## src/rtl/palette_loader_if.sv

```systemverilog
// Host command stream, colour word streams and palette controller port
// bundled into one interface. The loader uses the slave view; the host and
// palette side uses the master view.
interface palette_loader_if;
  logic        cmdValid;
  logic        cmdReady;
  logic        cmdRead;
  logic [4:0]  cmdLayer;
  logic [4:0]  cmdStartColor;
  logic [4:0]  cmdCount;
  logic        wrDataValid;
  logic        wrDataReady;
  logic [47:0] wrData;
  logic        rdDataValid;
  logic        rdDataReady;
  logic [47:0] rdData;
  logic        palWriteEn;
  logic [4:0]  palLayer;
  logic [4:0]  palColor;
  logic [1:0]  palRGB;
  logic [15:0] palWriteData;
  logic [15:0] palReadData;
  logic        busy;
  logic        done;

  modport slave (
    input  cmdValid, cmdRead, cmdLayer, cmdStartColor, cmdCount,
    input  wrDataValid, wrData, rdDataReady, palReadData,
    output cmdReady, wrDataReady, rdDataValid, rdData,
    output palWriteEn, palLayer, palColor, palRGB, palWriteData, busy, done
  );

  modport master (
    output cmdValid, cmdRead, cmdLayer, cmdStartColor, cmdCount,
    output wrDataValid, wrData, rdDataReady, palReadData,
    input  cmdReady, wrDataReady, rdDataValid, rdData,
    input  palWriteEn, palLayer, palColor, palRGB, palWriteData, busy, done
  );
endinterface

```

## src/rtl/palette_loader.sv

```systemverilog
// Palette loader: turns host load/readback commands into per-channel
// palette writes (R, G, B from one 48-bit word) and assembles per-channel
// palette reads back into 48-bit words. Colour 0 is never addressed.
module palette_loader #(
  parameter int RD_LAT = 1
) (
  input  logic             clk,
  input  logic             rst,
  palette_loader_if.slave  bus
);

  typedef enum logic [2:0] {
    S_IDLE, S_FETCH, S_WR_R, S_WR_G, S_WR_B, S_RD_CH, S_RD_OUT
  } state_t;

  localparam logic [2:0] LAT_LAST = 3'(RD_LAT);

  state_t      r_state;
  state_t      w_state_next;
  logic [4:0]  r_layer;
  logic [4:0]  r_index;
  logic [4:0]  r_remaining;
  logic [47:0] r_wr_word;
  logic [47:0] r_rd_data;
  logic [1:0]  r_ch;
  logic [2:0]  r_lat_cnt;
  logic        r_done;

  logic        w_cmd_fire;
  logic        w_wr_fire;
  logic        w_rd_fire;
  logic        w_last;
  logic        w_lat_done;
  logic [4:0]  w_next_index;

  assign w_cmd_fire   = bus.cmdValid && (r_state == S_IDLE);
  assign w_wr_fire    = bus.wrDataValid && (r_state == S_FETCH);
  assign w_rd_fire    = bus.rdDataReady && (r_state == S_RD_OUT);
  assign w_last       = (r_remaining == 5'd1);
  assign w_lat_done   = (r_lat_cnt == LAT_LAST);
  // Index wraps 31 -> 1 so colour 0 is skipped entirely.
  assign w_next_index = (r_index == 5'd31) ? 5'd1 : r_index + 5'd1;

  assign bus.palLayer = r_layer;
  assign bus.palColor = r_index;
  assign bus.rdData   = r_rd_data;
  assign bus.busy     = (r_state != S_IDLE);
  assign bus.done     = r_done;

  // State register with synchronous active-low reset.
  always_ff @(posedge clk) begin
    if (!rst) r_state <= S_IDLE;
    else      r_state <= w_state_next;
  end

  // Next-state decode.
  always_comb begin
    w_state_next = r_state;
    case (r_state)
      S_IDLE:   if (w_cmd_fire && (bus.cmdCount != 5'd0))
                  w_state_next = bus.cmdRead ? S_RD_CH : S_FETCH;
      S_FETCH:  if (w_wr_fire) w_state_next = S_WR_R;
      S_WR_R:   w_state_next = S_WR_G;
      S_WR_G:   w_state_next = S_WR_B;
      S_WR_B:   w_state_next = w_last ? S_IDLE : S_FETCH;
      S_RD_CH:  if (w_lat_done && (r_ch == 2'd2)) w_state_next = S_RD_OUT;
      S_RD_OUT: if (w_rd_fire) w_state_next = w_last ? S_IDLE : S_RD_CH;
      default:  w_state_next = S_IDLE;
    endcase
  end

  // Per-state outputs; cmdReady is held low while reset is asserted.
  always_comb begin
    bus.cmdReady     = 1'b0;
    bus.wrDataReady  = 1'b0;
    bus.rdDataValid  = 1'b0;
    bus.palWriteEn   = 1'b0;
    bus.palRGB       = 2'b11;
    bus.palWriteData = 16'd0;
    case (r_state)
      S_IDLE:   bus.cmdReady = rst;
      S_FETCH:  bus.wrDataReady = 1'b1;
      S_WR_R: begin
        bus.palWriteEn   = 1'b1;
        bus.palRGB       = 2'b00;
        bus.palWriteData = r_wr_word[47:32];
      end
      S_WR_G: begin
        bus.palWriteEn   = 1'b1;
        bus.palRGB       = 2'b01;
        bus.palWriteData = r_wr_word[31:16];
      end
      S_WR_B: begin
        bus.palWriteEn   = 1'b1;
        bus.palRGB       = 2'b10;
        bus.palWriteData = r_wr_word[15:0];
      end
      S_RD_CH:  bus.palRGB = r_ch;
      S_RD_OUT: bus.rdDataValid = 1'b1;
      default:  ;
    endcase
  end

  // Command latch, index/count bookkeeping, read assembly and done pulse.
  always_ff @(posedge clk) begin
    if (!rst) begin
      r_layer     <= 5'd0;
      r_index     <= 5'd0;
      r_remaining <= 5'd0;
      r_wr_word   <= 48'd0;
      r_rd_data   <= 48'd0;
      r_ch        <= 2'd0;
      r_lat_cnt   <= 3'd0;
      r_done      <= 1'b0;
    end else begin
      r_done <= 1'b0;
      case (r_state)
        S_IDLE: if (w_cmd_fire) begin
          r_layer     <= bus.cmdLayer;
          r_index     <= (bus.cmdStartColor == 5'd0) ? 5'd1 : bus.cmdStartColor;
          r_remaining <= bus.cmdCount;
          r_ch        <= 2'd0;
          r_lat_cnt   <= 3'd0;
          if (bus.cmdCount == 5'd0) r_done <= 1'b1;
        end
        S_FETCH: if (w_wr_fire) r_wr_word <= bus.wrData;
        S_WR_B: begin
          r_remaining <= r_remaining - 5'd1;
          r_index     <= w_next_index;
          if (w_last) r_done <= 1'b1;
        end
        S_RD_CH: begin
          if (w_lat_done) begin
            r_lat_cnt <= 3'd0;
            case (r_ch)
              2'd0:    r_rd_data[47:32] <= bus.palReadData;
              2'd1:    r_rd_data[31:16] <= bus.palReadData;
              default: r_rd_data[15:0]  <= bus.palReadData;
            endcase
            r_ch <= (r_ch == 2'd2) ? 2'd0 : r_ch + 2'd1;
          end else begin
            r_lat_cnt <= r_lat_cnt + 3'd1;
          end
        end
        S_RD_OUT: if (w_rd_fire) begin
          r_remaining <= r_remaining - 5'd1;
          r_index     <= w_next_index;
          if (w_last) r_done <= 1'b1;
        end
        default: ;
      endcase
    end
  end

endmodule

```

## src/flat_wrapper.sv

```systemverilog
// flat-port wrapper written by rule: the top's interface ports become plain ports
module palette_loader_flat 
#(
  parameter int RD_LAT = 1
)
  (clk, rst, bus_cmdValid, bus_cmdRead, bus_cmdLayer, bus_cmdStartColor, bus_cmdCount, bus_wrDataValid, bus_wrData, bus_rdDataReady, bus_palReadData, bus_cmdReady, bus_wrDataReady, bus_rdDataValid, bus_rdData, bus_palWriteEn, bus_palLayer, bus_palColor, bus_palRGB, bus_palWriteData, bus_busy, bus_done);
  palette_loader_if bus_i ();
  input  logic clk;
  input  logic rst;
  input wire logic [$bits(bus_i.cmdValid)-1:0] bus_cmdValid;
  input wire logic [$bits(bus_i.cmdRead)-1:0] bus_cmdRead;
  input wire logic [$bits(bus_i.cmdLayer)-1:0] bus_cmdLayer;
  input wire logic [$bits(bus_i.cmdStartColor)-1:0] bus_cmdStartColor;
  input wire logic [$bits(bus_i.cmdCount)-1:0] bus_cmdCount;
  input wire logic [$bits(bus_i.wrDataValid)-1:0] bus_wrDataValid;
  input wire logic [$bits(bus_i.wrData)-1:0] bus_wrData;
  input wire logic [$bits(bus_i.rdDataReady)-1:0] bus_rdDataReady;
  input wire logic [$bits(bus_i.palReadData)-1:0] bus_palReadData;
  output wire logic [$bits(bus_i.cmdReady)-1:0] bus_cmdReady;
  output wire logic [$bits(bus_i.wrDataReady)-1:0] bus_wrDataReady;
  output wire logic [$bits(bus_i.rdDataValid)-1:0] bus_rdDataValid;
  output wire logic [$bits(bus_i.rdData)-1:0] bus_rdData;
  output wire logic [$bits(bus_i.palWriteEn)-1:0] bus_palWriteEn;
  output wire logic [$bits(bus_i.palLayer)-1:0] bus_palLayer;
  output wire logic [$bits(bus_i.palColor)-1:0] bus_palColor;
  output wire logic [$bits(bus_i.palRGB)-1:0] bus_palRGB;
  output wire logic [$bits(bus_i.palWriteData)-1:0] bus_palWriteData;
  output wire logic [$bits(bus_i.busy)-1:0] bus_busy;
  output wire logic [$bits(bus_i.done)-1:0] bus_done;
  assign bus_i.cmdValid = bus_cmdValid;
  assign bus_i.cmdRead = bus_cmdRead;
  assign bus_i.cmdLayer = bus_cmdLayer;
  assign bus_i.cmdStartColor = bus_cmdStartColor;
  assign bus_i.cmdCount = bus_cmdCount;
  assign bus_i.wrDataValid = bus_wrDataValid;
  assign bus_i.wrData = bus_wrData;
  assign bus_i.rdDataReady = bus_rdDataReady;
  assign bus_i.palReadData = bus_palReadData;
  assign bus_cmdReady = bus_i.cmdReady;
  assign bus_wrDataReady = bus_i.wrDataReady;
  assign bus_rdDataValid = bus_i.rdDataValid;
  assign bus_rdData = bus_i.rdData;
  assign bus_palWriteEn = bus_i.palWriteEn;
  assign bus_palLayer = bus_i.palLayer;
  assign bus_palColor = bus_i.palColor;
  assign bus_palRGB = bus_i.palRGB;
  assign bus_palWriteData = bus_i.palWriteData;
  assign bus_busy = bus_i.busy;
  assign bus_done = bus_i.done;
  palette_loader #(.RD_LAT(RD_LAT)) u_core (.clk(clk), .rst(rst), .bus(bus_i));
endmodule
```

## config.mk

```make
export PLATFORM = sky130hd
export DESIGN_NAME = palette_loader_flat
export DESIGN_NICKNAME = d
export VERILOG_FILES = /design/src/rtl/palette_loader_if.sv /design/src/rtl/palette_loader.sv /design/src/flat_wrapper.sv
export SDC_FILE = /design/constraint.sdc
export NUM_CORES = 1
export LEC_CHECK = 0
export CAP_MARGIN = 20
export CORE_MARGIN = 5
export CORE_UTILIZATION = 51
export DETAILED_ROUTE_END_ITERATION = 10
export PLACE_DENSITY = 0.93
export REMOVE_ABC_BUFFERS = 1
export SYNTH_ARGS = -nofsm -noshare
export SYNTH_HDL_FRONTEND = slang
export SYNTH_SLANG_ARGS = --single-unit
```

## constraint.sdc

```tcl
create_clock -name clk -period 3.87 [get_ports clk]
set_clock_uncertainty 0.15 [all_clocks]
set_input_delay 0.774 -clock clk [delete_from_list [all_inputs] [get_ports clk]]
set_output_delay 0.774 -clock clk [all_outputs]
set_load 0.03 [all_outputs]
```

=== Word-level counts from Yosys, hierarchy flattened ===
Cells that the tools add are included.

* Flip-flop bits (word level): 120
* Input bits: 85
* Output and inout port bits: 82
* Word-level logic and storage cells: 91

* Add/sub/neg operators: 4
* Eq/ne operators: 17
* Muxes and demuxes: 34
* Bitwise logic cells: 1
* Reductions and logical operators: 24

{| class="wikitable"
|+ Operators by type and width
! operator !! number
|-
| case mux 16 bit (3 select lines) || 1
|-
| 2-to-1 mux 5 bit || 6
|-
| case mux 5 bit (3 select lines) || 2
|-
| 2-to-1 mux 3 bit || 8
|-
| case mux 3 bit (7 select lines) || 1
|-
| AND reduction 3 bit || 5
|-
| zero test 5 bit || 2
|-
| != test 2 x 1 -> 1 bit (second input constant) || 5
|-
| == test 3 bit (second input constant) || 3
|-
| 2-to-1 mux 1 bit || 9
|-
| case mux 2 bit (4 select lines) || 1
|-
| == test 3 x 1 -> 1 bit (second input constant) || 2
|-
| == test 3 x 2 -> 1 bit (second input constant) || 2
|-
| 2-to-1 mux 2 bit || 3
|-
| case mux 3 bit (2 select lines) || 1
|-
| AND reduction 2 bit || 3
|-
| nonzero test 3 bit || 2
|-
| adder 5 x 1 -> 5 bit (second input constant) || 1
|-
| == test 5 x 1 -> 1 bit (second input constant) || 1
|-
| == test 5 bit (second input constant) || 1
|-
| logical AND 1 bit || 5
|-
| nonzero test 5 bit || 1
|-
| subtractor 5 x 1 -> 5 bit (second input constant) || 1
|-
| case mux 2 bit (2 select lines) || 1
|-
| 13 further kinds || 13
|}

=== Depth between registers and ports, before layout ===
Gate-level depths: netlist (run 1).

* Depth after elaboration: 5
* Depth in mapped cells: 7
* Gate-level depth less buffers: 7

=== Least setup slack after synthesis (run 1) ===
Ideal clock, no wire load.

* Kind: reg-to-output
* Start: register u_core.r_state[0]
* End: output bus_palWriteData[10]
* Data arrival time: 1.748 ns
* Required time: 2.946 ns
* Slack: 1.198 ns
* Stages on the path, launching flop included: 6
* Buffers on the path: 3
* Path through: dfxtp_1 buf_6 buf_2 buf_4 mux2i_1 o21ai_0

* Word-level cells in the longest chain between the ends: 2
* Elaborated cells on any way between the ends: 4
* Classes of those cells: eq/ne: 3; mux: 1

{| class="wikitable"
|+ Ends and longest elaborated chain
! what !! line !! text
|-
| start: declaration || palette_loader.sv:18 || <nowiki>state_t r_state;</nowiki>
|-
| start signal: assignment || palette_loader.sv:53 || <nowiki>else r_state <= w_state_next;</nowiki>
|-
| == test 3 bit / == test 3 x 2 -> 1 bit (equally long branches) || palette_loader.sv:80 || <nowiki>case (r_state)</nowiki>
|-
| case mux 16 bit (3 select lines) (*) || palette_loader.sv:80 ||
|-
| end: declaration || flat_wrapper.sv:27 || <nowiki>output wire logic [$bits(bus_i.palWriteData)-1:0] bus_palWriteData;</nowiki>
|}

Mark *: on every way between the ends. The rest lies on a longest branch, timed or not.

=== Worst setup path in the final report (run 1) ===
* Start: register u_core.r_state[2]
* End: output bus_palRGB[1]

* Word-level cells in the longest chain between the ends: 2
* Elaborated cells on any way between the ends: 5
* Classes of those cells: eq/ne: 4; mux: 1

{| class="wikitable"
|+ Ends and longest elaborated chain
! what !! line !! text
|-
| == test 3 bit / == test 3 x 2 -> 1 bit (equally long branches) || palette_loader.sv:80 ||
|-
| case mux 2 bit (4 select lines) (*) || palette_loader.sv:80 ||
|-
| end: declaration || flat_wrapper.sv:26 || <nowiki>output wire logic [$bits(bus_i.palRGB)-1:0] bus_palRGB;</nowiki>
|}

Marked as above.

==> results.md, run 1 <==
- Yosys top cell area share: 43.7%
- Final instance area: 7700 um^2
- Wire per inst: 16.4 um
- Async set or reset register ratio after synthesis: 0%
- Register area share after synthesis: 43.7%
- Finished Core Util: 72.0%
- Via count: 4876
- Setup CP Type: reg -> out
- Area Growth Syn to Fin: 40.0%
- Flop2flop setup slack: 1510 ps
- Vias per cell: 5.39
- Final period util: 92.0%
- Max-cap violation count: 0
- FP Rows: 38
- TritonCTS buffer count: 17
- Layout Nets: 841
- R2R depth: 5
- Antenna violations before repair: 0
- Gr ovfl total: 0
- Initial Util: 51.4%
- Relative slew slack: 35.9%
- Placer Congestion: 0.856
- Final Hold Viols: 0
- Number of flops mapped to enable cells by yosys: 0
- Most common cell after layout, fill and taps aside: clkdlybuf4s50_1
- Die Wd: 114 um
- Core footprint: 10700 um^2
- DP Area: 7150 um^2
- Io pins: 167
- Remaining DRCs: 0
- Post-Syn Area per Cell: 9.19 um^2
- Number of port buffers: 166
- Clk Latency, worst-skew pair: 510 ps
- Vias in the first global route: 4935
- Top post-synthesis cells by area: dfxtp_1 44%, mux2i_1 12%, nand2_1 9.2%, a21boi_1 7.4%, nor2b_1 5.9%
- Register bit total from synthesis: 120
- Crit path DAT: 2630 ps
- Pin count of the biggest net entering global routing: 122
- Hold depth: 2
- Status: finished, final reports clean
- Worst R2R End: u_core.bus.rdData[9]$_SDFFE_PN0P_
- WHS Endpoint: u_core.r_wr_word[34]$_SDFFE_PN0P_
- VDD IR max: 0.000471 V
- Share of post-route cells with drive strength above 1: 7.06%
- Delay-heaviest family, CP: buffers and inverters
- Total wire length: 14900 um
- Synth warn: 0
- RSZ-0062 raised after global routing: no
- TritonCTS sink count: 120
- Commonest register cell after synthesis: dfxtp_1
- Hold WC Path Type: reg -> reg
- CTS tree: built
- TNS Setup: 0 ps
- Crit-path cells: inv_1 -> nand2_1 -> o21a_1 -> clkdlybuf4s50_1
- Ant. Diodes: 0
- Static leakage: 2.92 nW
- Depth of the CTS H-tree: 4
- Worst path max stage delay: 670 ps
- Min cycle time layout: 3560 ps
- DRT iter0 DRCs: 343
- Slowest CP cell: clkdlybuf4s50_1
- Commonest non-fill, non-tap cells in the layout: 165 x clkdlybuf4s50_1, 135 x nand2_1, 119 x dfxtp_1
- # setup viols final: 0
- ANT nets after route: 0
- Crit Path Max Fanout: 19
- Req. time, crit path: 2950 ps
- Die area: 13000 um^2
- First drt pass iteration count: 6
- P per Cell Area: 565 nW/um^2
- CTS clock-pin slew for the worst setup and hold paths: 50 ps
- Mapped Area: 5500 um^2
- Buffers & Inverters on Critical Path: 2
- Die height: 114 um
- Tot GR Track Use: 22.9%
- Hold Buf Count CTS: 0
- Post-CTS Resized: 0
- Final Max Tran Viols: 0
- Post-DP HPWL: 10400 um
- CP Launch Type: register
- Root Buffer: clkbuf_8
- Mapped Cells: 599
- Worst-margin pin slew: 961 ps
- Power Total: 4.35 mW
- Worst setup EP type: primary output
- Worst r2r src: u_core.r_state[2]$_SDFFE_PN0P_
- Synth cell types: 60
- Fmax: 281 MHz
- Worst-case clock buffer depth: 2
- Cell taking the most area after synthesis: dfxtp_1
- Hold wc startpoint: u_core.r_wr_word[34]$_SDFFE_PN0P_
- Postcts setup bufs: 0
- First-pass GRT wire length: 23900 um
[cells in the mapped netlist, types with 5 or more instances]
master    number
mux2i_1       64
a21boi_1      54
buf_2         10
nor2b_1       52
a21boi_0       6
clkbuf_1      17
a21oi_1        7
nand2_1      135
nor2_1        11
o21ai_0       26
nor3_1         7
buf_6          6
dfxtp_1      120
buf_4          6
inv_1          5
[how the worst max path moves through the flow]
stage                                                   to                            from  slack (ps)  depth (start not counted)
after detailed placement                     bus_palRGB[1]  u_core.r_state[2]$_SDFFE_PN0P_         870                          4
after global placement                       bus_palRGB[1]  u_core.r_state[2]$_SDFFE_PN0P_         960                          4
final                                        bus_palRGB[1]  u_core.r_state[2]$_SDFFE_PN0P_         310                          4
after floorplan           u_core.r_wr_word[0]$_SDFFE_PN0P_  u_core.r_state[0]$_SDFFE_PN0P_         380                          4
after CTS                                    bus_palRGB[1]  u_core.r_state[2]$_SDFFE_PN0P_         320                          4
after global routing                   bus_palWriteData[7]  u_core.r_state[2]$_SDFFE_PN0P_         120                          4
[kinds of logic (layout without fill, tap and decap cells)]
| logic type | Yosys count | after routing | share of synthesized area (%) |
|---|---|---|---|
| AOI/OAI and AO/OA | 124 | 124 | 16.3 |
| buffers and inverters | 48 | 214 | 5.21 |
| and+or+nand+nor | 238 | 238 | 22.2 |
| adders and majority gates | 4 | 4 | 0.910 |
| muxes | 64 | 64 | 11.6 |
| xor gates and xnor gates | 1 | 1 | 0.159 |
| DFF | 120 | 120 | 43.7 |
[layout make-up]
class,count,area (um^2)
clock buffers,24,460
clock inverters,8,96.3
fillers,765,2990
inverters,6,22.5
multi-input cells,431,2810
flip-flops and latches,120,2400
well taps,140,175
repair buffers,176,1730
[flip-flops by register name, indices dropped and copies added (netlist names)]
signal and count:
u_core.bus.rdData 48, u_core.r_wr_word 48, u_core.bus.palColor 5, u_core.bus.palLayer 5
u_core.r_remaining 5, u_core.r_lat_cnt 3, u_core.r_state 3, u_core.r_ch 2
u_core.bus.done 1
[worst min-delay path: stages (launching register included)]
cell and delay, ps:
dfxtp_1 300, nand2_1 50, a21boi_1 50
[per-layer routing]
layer  share of wire (%)  track usage (%)  up-vias
met5                   0                0        -
met4                 3.1             11.7        0
met3                 5.3             5.94       40
met2                  53             40.5      176
met1                  39             25.4     2303
li1                    -                -     2357
[metrics by stage]
step           instances  worst slack, ps  hold WS [ps]
6_report             905              311           300
5_1_grt              905              115           317
4_1_cts              905              316           304
3_5_place_dp         873              870           297
3_3_place_gp         873              959           292
2_1_floorplan        557              378           284
[power by group]
part / switching [mW] / total [mW] / internal [mW]
clock: 0.533 / 1.48 / 0.946
sequential: 0.129 / 1.50 / 1.37
combinational: 0.801 / 1.37 / 0.571
total: 1.46 / 4.35 / 2.89
Power figures use the tool's default switching activity.
==> run 2, diff against run 1 <==
- CORE_UTILIZATION: 51 -> 50
- PLACE_DENSITY: 0.93 -> 0.91
==> run 2 against run 1 <==
Against the previous run: first-iteration DRC count down 17%; non-clock buffer count is 1 lower; routed wire length increased by 0.65%; maximum frequency down 1.6%; critical path depth up 1; combinational power barely moved; die area up 1.8%; flip-flop and latch count is the same.
==> results.md, run 2 (synthesized netlist as in run 1, its figures left out) <==
- Share of post-route cells with drive strength above 1: 6.96%
- Status: finished, final reports clean
- Core footprint: 10800 um^2
- Post-Layout Cell Count: 903
- First drt pass iteration count: 4
- Post-CTS Resized: 0
- Via count: 4835
- Final period util: 93.4%
- # setup viols final: 0
- Crit Path Max Fanout: 21
- Final setup margin: 254 ps
- Clk Latency, worst-skew pair: 510 ps
- GR Util met2: 40.7%
- Final Hold Viols: 0
- Met3 Track Usage GR: 5.37%
- Relative slew slack: 35.1%
- CTS tree: built
- Most Used Layer, Global Route: met2
- Fmax: 277 MHz
- Remaining DRCs: 0
- Gr ovfl total: 0
- Hold Buf Count CTS: 0
- VDD IR max: 0.000393 V
- Commonest non-fill, non-tap cells in the layout: 164 x clkdlybuf4s50_1, 135 x nand2_1, 119 x dfxtp_1
- FILL cells: 794
- Worst setup EP type: primary output
- Layout Nets: 840
- Tot GR Track Use: 22.5%
- Root Buffer: clkbuf_8
- TNS Setup: 0 ps
- Static leakage: 2.91 nW
- Initial Util: 51.0%
- Pin count of the biggest net entering global routing: 122
- Worst-case clock buffer depth: 2
- DRT iter0 DRCs: 283
- Setup CP Type: reg -> out
- # placed instances: 872
- Postcts setup bufs: 0
- Total wire length: 15000 um
- Vias per cell: 5.35
- Die area: 13200 um^2
- TritonCTS buffer count: 17
- CTS clock-pin slew for the worst setup and hold paths: 50 ps
- Max-cap violation count: 0
- Post-DP HPWL: 10200 um
- FP Rows: 38
- Crit path DAT: 2690 ps
- Die height: 115 um
- TritonCTS sink count: 120
- Placer Congestion: 0.857
- ANT nets after route: 0
- Antenna violations before repair: 1
- RSZ-0062 raised after global routing: no
- CP Launch Type: register
- Hold WC Path Type: reg -> reg
- Worst-margin pin slew: 974 ps
- Req. time, crit path: 2950 ps
- Final Max Tran Viols: 0
- Vias in the first global route: 4823
- Depth of the CTS H-tree: 4
- Number of port buffers: 166
- Most common cell after layout, fill and taps aside: clkdlybuf4s50_1
- Die Wd: 115 um
- Setup slack after placement: 764 ps
- Area Growth Syn to Fin: 39.5%
- Min cycle time layout: 3620 ps
- Io pins: 167
- P per Cell Area: 555 nW/um^2
- Met1 Usage GRT: 24.7%
- Wire per inst: 16.6 um
- First-pass GRT wire length: 23500 um
## run 2: final timing paths
| path | from | end | slack, ps | cells past startpoint |
|---|---|---|---|---|
| worst max-delay path | u_core.r_state[2]$_SDFFE_PN0P_ | bus_palWriteEn | 250 | 5 |
| worst max register to register | u_core.r_state[0]$_SDFFE_PN0P_ | u_core.bus.rdData[6]$_SDFFE_PN0P_ | 1450 | 5 |
| worst min-delay path | u_core.r_wr_word[45]$_SDFFE_PN0P_ | u_core.r_wr_word[45]$_SDFFE_PN0P_ | 300 | 2 |
| worst min register to register | u_core.r_wr_word[45]$_SDFFE_PN0P_ | u_core.r_wr_word[45]$_SDFFE_PN0P_ | 300 | 2 |
## run 2: cell type report
class	instances	area [um^2]	area share, %
inverter	6	22.5	0.293
clock inverter	2	10.0	0.130
clock buffer	28	526	6.85
timing repair buffer	175	1720	22.4
tap	140	175	2.28
multi-input combinational	431	2810	36.7
sequential	120	2400	31.3
antenna	1	2.50	0.0326
## run 2: where the power goes
| part | leakage, nW | internal (mW) | switching (mW) | total, mW |
|---|---|---|---|---|
| logic | 1.67 | 0.566 | 0.827 | 1.39 |
| registers | 0.972 | 1.37 | 0.0957 | 1.47 |
| clock network | 0.267 | 0.896 | 0.504 | 1.40 |
## run 2: stage by stage
step | cell area [um^2] | hold slack (ps) | util, % | power (mW)
after floorplan | 5240 | 284 | - | 2.36
after global placement | 7140 | 290 | 66.1 | 2.82
after detailed placement | 7140 | 294 | 66.1 | 2.87
after CTS | 7670 | 302 | 71.1 | 4.29
after global routing | 7670 | 316 | 71.1 | 4.48
final | 7670 | 301 | 71.1 | 4.26
## run 2: worst max-delay path: stages, from the launching register on
cell,delay (ps)
dfxtp_1,370
buf_4,270
inv_1,100
nand2_1,500
o21ai_0,270
clkdlybuf4s50_1,660
## run 2: routing by layer
metal	vias to the layer above	wire, um
met4	0	396
met5	-	0
met1	2307	5800
met3	35	789
li1	2353	-
met2	140	7970
